## src/rtl/reg_arbiter.sv

```systemverilog
// reg_arbiter: two-requester front end for a 2-read/2-write register file, one request in flight.
// Build option REGARB_RR_EN selects round-robin arbitration; default build uses fixed A priority.
module reg_arbiter #(
    parameter int DATA_W = 8,
    parameter int ADDR_W = 3
) (
    input  logic              clk,
    input  logic              rst,
    input  logic              a_valid_i,
    output logic              a_ready_o,
    input  logic              a_we_i,
    input  logic [ADDR_W-1:0] a_ra1_i,
    input  logic [ADDR_W-1:0] a_ra2_i,
    input  logic [ADDR_W-1:0] a_wa_i,
    input  logic [DATA_W-1:0] a_wd_i,
    input  logic              b_valid_i,
    output logic              b_ready_o,
    input  logic              b_we_i,
    input  logic [ADDR_W-1:0] b_ra1_i,
    input  logic [ADDR_W-1:0] b_ra2_i,
    input  logic [ADDR_W-1:0] b_wa_i,
    input  logic [DATA_W-1:0] b_wd_i,
    output logic              rsp_valid_o,
    output logic              rsp_id_o,
    output logic [DATA_W-1:0] rsp_d1_o,
    output logic [DATA_W-1:0] rsp_d2_o,
    output logic              rf_r_en_o,
    output logic              rf_w_en_o,
    output logic [ADDR_W-1:0] rf_addr_r1_o,
    output logic [ADDR_W-1:0] rf_addr_r2_o,
    output logic [ADDR_W-1:0] rf_addr_w1_o,
    output logic [ADDR_W-1:0] rf_addr_w2_o,
    output logic [DATA_W-1:0] rf_wd1_o,
    output logic [DATA_W-1:0] rf_wd2_o,
    input  logic [DATA_W-1:0] rf_rd1_i,
    input  logic [DATA_W-1:0] rf_rd2_i
);

    typedef enum logic {IDLE = 1'b0, ISSUE = 1'b1} state_t;

    state_t              state_q;
    logic                grant_q;
    logic                rf_r_en_q, rf_w_en_q;
    logic [ADDR_W-1:0]   ra1_q, ra2_q, wa_q;
    logic [DATA_W-1:0]   wd_q;
    logic                rsp_valid_q, rsp_id_q;
    logic [DATA_W-1:0]   rsp_d1_q, rsp_d2_q;
`ifdef REGARB_RR_EN
    logic                prio_b_q;
`endif

    logic                accept_d, grant_b_d, we_d;
    logic [ADDR_W-1:0]   ra1_d, ra2_d, wa_d;
    logic [DATA_W-1:0]   wd_d;

    always_comb begin
        accept_d  = (state_q == IDLE) && (a_valid_i || b_valid_i);
`ifdef REGARB_RR_EN
        grant_b_d = b_valid_i && (!a_valid_i || prio_b_q);
`else
        grant_b_d = b_valid_i && !a_valid_i;
`endif
        we_d  = grant_b_d ? b_we_i  : a_we_i;
        ra1_d = grant_b_d ? b_ra1_i : a_ra1_i;
        ra2_d = grant_b_d ? b_ra2_i : a_ra2_i;
        wa_d  = grant_b_d ? b_wa_i  : a_wa_i;
        wd_d  = grant_b_d ? b_wd_i  : a_wd_i;
    end

    assign a_ready_o = accept_d && !grant_b_d;
    assign b_ready_o = accept_d && grant_b_d;

    // The rf_* registers double as the latched request: they are loaded on accept and cleared
    // when ISSUE ends, so reset dropping them also discards the in-flight request.
    always_ff @(posedge clk or posedge rst) begin
        if (rst) begin
            state_q     <= IDLE;
            grant_q     <= 1'b0;
            rf_r_en_q   <= 1'b0;
            rf_w_en_q   <= 1'b0;
            ra1_q       <= '0;
            ra2_q       <= '0;
            wa_q        <= '0;
            wd_q        <= '0;
            rsp_valid_q <= 1'b0;
            rsp_id_q    <= 1'b0;
            rsp_d1_q    <= '0;
            rsp_d2_q    <= '0;
`ifdef REGARB_RR_EN
            prio_b_q    <= 1'b0;
`endif
        end else begin
            case (state_q)
                IDLE: begin
                    rsp_valid_q <= 1'b0;
                    if (accept_d) begin
                        state_q   <= ISSUE;
                        grant_q   <= grant_b_d;
                        rf_r_en_q <= 1'b1;
                        rf_w_en_q <= we_d;
                        ra1_q     <= ra1_d;
                        ra2_q     <= ra2_d;
                        wa_q      <= wa_d;
                        wd_q      <= wd_d;
`ifdef REGARB_RR_EN
                        prio_b_q  <= !grant_b_d;
`endif
                    end
                end
                ISSUE: begin
                    state_q     <= IDLE;
                    rsp_valid_q <= 1'b1;
                    rsp_id_q    <= grant_q;
                    rsp_d1_q    <= rf_rd1_i;
                    rsp_d2_q    <= rf_rd2_i;
                    grant_q     <= 1'b0;
                    rf_r_en_q   <= 1'b0;
                    rf_w_en_q   <= 1'b0;
                    ra1_q       <= '0;
                    ra2_q       <= '0;
                    wa_q        <= '0;
                    wd_q        <= '0;
                end
                default: state_q <= IDLE;
            endcase
        end
    end

    assign rsp_valid_o  = rsp_valid_q;
    assign rsp_id_o     = rsp_id_q;
    assign rsp_d1_o     = rsp_d1_q;
    assign rsp_d2_o     = rsp_d2_q;
    assign rf_r_en_o    = rf_r_en_q;
    assign rf_w_en_o    = rf_w_en_q;
    assign rf_addr_r1_o = ra1_q;
    assign rf_addr_r2_o = ra2_q;
    assign rf_addr_w1_o = wa_q;
    assign rf_addr_w2_o = wa_q;
    assign rf_wd1_o     = wd_q;
    assign rf_wd2_o     = wd_q;

endmodule

```

## config.mk

```make
export PLATFORM = sky130hd
export DESIGN_NAME = reg_arbiter
export DESIGN_NICKNAME = d
export VERILOG_FILES = /design/src/rtl/reg_arbiter.sv
export SDC_FILE = /design/constraint.sdc
export NUM_CORES = 1
export LEC_CHECK = 0
export CAP_MARGIN = 20
export CORE_MARGIN = 8
export CORE_UTILIZATION = 38
export DETAILED_ROUTE_END_ITERATION = 7
export GPL_ROUTABILITY_DRIVEN = 0
export PLACE_DENSITY = 0.89
export SLEW_MARGIN = 20
export SYNTH_ARGS = -nofsm -noshare
export SYNTH_HDL_FRONTEND = slang
export SYNTH_SLANG_ARGS = --single-unit
```

## constraint.sdc

```tcl
create_clock -name clk -period 1.3 [get_ports clk]
set_input_delay 0.26 -clock clk [delete_from_list [all_inputs] [get_ports clk]]
set_output_delay 0.26 -clock clk [all_outputs]
set_load 0.01 [all_outputs]
```

Yosys cells after proc, flatten, opt, wreduce, memory -nomap -nowiden
Cells that the tools add are included.
Widths: inputs -> output; s select.

word-level totals
  register bits after elaboration = 39

operators by class
  equal/unequal tests = 1
  muxes and demuxes = 22
  bitwise gates (word level) = 1
  reductions and logical operators = 7

operator list
  kind                count
  $mux 3              6
  $pmux 3 s2          3
  $mux 8              2
  $pmux 8 s2          1
  $pmux 1 s2          5
  $mux 1              5
  $logic_and 1x1->1   4
  $logic_not 1->1     2
  $ne 2x2->1 const B  1
  $logic_or 1x1->1    1
  $not 1->1           1

Depth between registers and ports, before layout
  depth after elaboration = 5
  mapped depth = 4
  gate-level depth less buffers = 2

Least setup slack after synthesis
OpenSTA, ideal clock, no wires.

  path type = flip-flop to output port
  start point = reg state_q
  end point = out b_ready_o
  data arrival time = 904 ps
  required time = 1040 ps
  path slack = 136 ps
  cell stages (with the launch flop) = 3
  buffers on the path = 1
  cell sequence = dfrtp_1 buf_2 nor3b_1

between the ends
  word-level cells in the longest chain between the ends = 3

RTL lines
  what                    RTL line  text
  from (decl)             41        state_t state_q;
  from (signal assigned)  77        state_q <= IDLE;
  from (signal assigned)  97        state_q <= ISSUE;
  from (signal assigned)  111       state_q <= IDLE;
  $not 1->1               -
  $logic_and 1x1->1       57        accept_d = (state_q == IDLE) && (a_valid_i || b_valid_i);
  $logic_and 1x1->1       71        assign b_ready_o = accept_d && grant_b_d;
  to (decl)               17        output logic b_ready_o,

Every way passes these cells.

Worst setup path in the final report
Ends and elaborated chain as after synthesis.

==> impl_metrics.yaml <==
placement:
  dpl.hpwl_mm: 3.90
  dp_cells: 286
  pre_cts_slack_ps: -456
  dpl_cell_area_um2: 2820
  port_buffers: 105
grt:
  grt_first_pass_wirelength_mm: 8.16
  grt_use_total_pct: 14.0
  grt_max_degree: 40
  grt_pass1_vias: 1607
  overflow: 0
  antenna_found_initial: 0
timing:
  period_needed_ps: 1260
  fin_skew_ps: 5.81
  fin_ws_ps: 43.6
  tightest_slew_ps: 324
  finalCritPeriodShare_pct: 96.6
  setup_viol_count_final: 0
  hold_viol: 0
  timing.fmax_mhz: 796
  slew_viol_final: 0
  maxSlewHeadroom_pct: 78.4
  rsz0062_at_grt: "yes"
synthesis:
  yosysSeqAreaShare_pct: 54.0
  ys_seq_elements: 39
  syn_nets: 197
  syn_area_um2: 1810
  yosys_warnings: 0
  synth_cell_types: 17
  avgSynthCellArea_um2: 12.8
  synth_cells: 141
clocking:
  clock_sinks: 39
  h-tree-depth: 2
  cts-root-buf: "clkbuf_8"
  cts_hold_buf: 0
  cts_tree: "yes"
  clk_pin_slew_ps: 80
  clock_latency_ps: 280
  cts_buffers: 5
  cts_buffer_depth: 2
critical_path:
  startpoint: "state_q"
  max_stage_delay_ps: 420
  cp_num_buf_inv: 1
  crit_chain: "nor3b_2, buf_2"
  crit_required_ps: 1040
  cp_slowest_cell: "dfrtp_1"
  arrival_ps: 1000
  cp_top_family: "flip-flops"
  reg2reg_from: "state_q"
  worst_setup_path_start_kind: "register"
  cp_max_fo: 3
  endpoint_kind: "output pin"
  worstSetupPathType: "reg -> out"
  reg2reg_slack_ps: 60
power_and_ir_drop:
  power_density_nw_per_um2: 1190
  p_leak_nw: 1.36
  worst_ir_drop_vdd_mv: 0.754
  power_mw: 3.43
die:
  start_util_pct: 38.8
  fp-row-count: 25
  die_y_um: 85.0
  die_w_um: 85.0
  io_pins: 106
  die_area_um2: 7220
  core_area_um2: 4660
final_layout:
  finish.instance_area_um2: 2880
  final_common_cell: "clkdlybuf4s50_1"
  layout_common_cells: "53 x clkdlybuf4s50_1, 49 x dlygate4sd2_1, 39 x dfrtp_1"
  fin_util_pct: 61.7
  final_nets: 295
  instances_no_fill: 294
  final_layout_size_suffix_gt1_share_pct: 15.4
  antenna_cells: 0
  area_growth_pct: 59.1
outcome:
  status: "finished clean"
route:
  vias_per_cell: 4.80
  num_vias: 1411
  drc: 0
  wl_mm: 4.97
  antenna_left: 0
  drt_iter0_drc: 28
  wire_per_inst_um: 16.9
  dr.pass1.iters: 3
hold_path:
  hp-class: "in -> async"
job:
  timing.max_cap.violations: 0
-- stage by stage --
stage                     TNS (ps)  hold slack, ps
after floorplan                  0             400
after global placement       -5110             488
after detailed placement     -5890             496
after CTS                    -2.26             292
after global routing         -8.47             321
final                            0             299
-- worst reg2reg max path, stage by stage, from the launching register on --
cell     delay, ps
dfrtp_1        410
buf_6          330
mux2_2         390
-- kinds of logic (layout without fill, tap and decap cells) --
group,Yosys count,count (layout),share of synthesized area (%)
AND/OR/NAND/NOR,26,26,8.24
flip-flops,39,39,54.0
AO/OA/AOI/OAI,18,18,7.75
multiplexers,35,35,20.6
buffers and inverters,23,122,9.48
-- report_power, final --
part / total (mW) / internal, mW / switching [mW]
sequential: 1.48 / 1.39 / 0.0900
clock: 1.02 / 0.621 / 0.401
combinational: 0.928 / 0.526 / 0.402
total: 3.43 / 2.53 / 0.893
-- cell type report --
type | instances | area (um^2)
Tap cell | 54 | 67.6
Timing Repair Buffer | 112 | 1040
Sequential cell | 39 | 976
Clock buffer | 6 | 82.6
Clock inverter | 2 | 35.0
Inverter | 2 | 7.51
Fill cell | 388 | 1780
Multi-Input combinational cell | 79 | 666
-- layer usage --
layer	global-route usage, %	vias to the layer above	part of all wire [%]
met5	0	-	0
met4	2.91	0	0.32
met3	5.60	2	7.7
met2	25.1	55	53
met1	15.1	675	39
li1	-	679	-
-- final timing paths --
kind                            depth (start not counted)         endpoint
worst max-delay path                                    2        b_ready_o
worst min-delay path                                    3      rsp_d1_o[5]
worst max register to register                          2      rsp_d2_o[7]
worst min register to register                          1      rsp_d1_o[2]
max in group asynchronous                               3  rf_addr_r2_o[0]
min in group clk                                        1      rsp_d1_o[2]
-- flip-flops by register name, indices dropped and copies added (netlist names), 3 cells and up --
signal / flops
rf_wd1_o: 8
rsp_d1_o: 8
rf_addr_r2_o: 3
rf_addr_w1_o: 3
rsp_d2_o: 8
rf_addr_r1_o: 3
-- cells in the mapped netlist --
| master | instances | area, um^2 |
|---|---|---|
| a211oi_2 | 1 | 12.5 |
| mux2_2 | 17 | 191 |
| buf_1 | 1 | 3.75 |
| dfrtp_1 | 39 | 976 |
| inv_1 | 1 | 3.75 |
| buf_6 | 1 | 11.3 |
| clkbuf_1 | 3 | 11.3 |
| nor3b_1 | 1 | 7.51 |
| nor3_1 | 2 | 10.0 |
| a211oi_1 | 17 | 128 |
| buf_4 | 11 | 82.6 |
| nor2_1 | 5 | 18.8 |
| mux2i_1 | 18 | 180 |
| buf_2 | 3 | 15.0 |
| buf_12 | 2 | 40.0 |
| nor2b_1 | 18 | 113 |
| inv_2 | 1 | 3.75 |
-- timing repair --
action,CTS,global route
pin swaps,0,1
setup endpoints to repair,67,5
gates resized for setup,59,2
setup buffers,0,0
(Power assumes the default switching activity.)
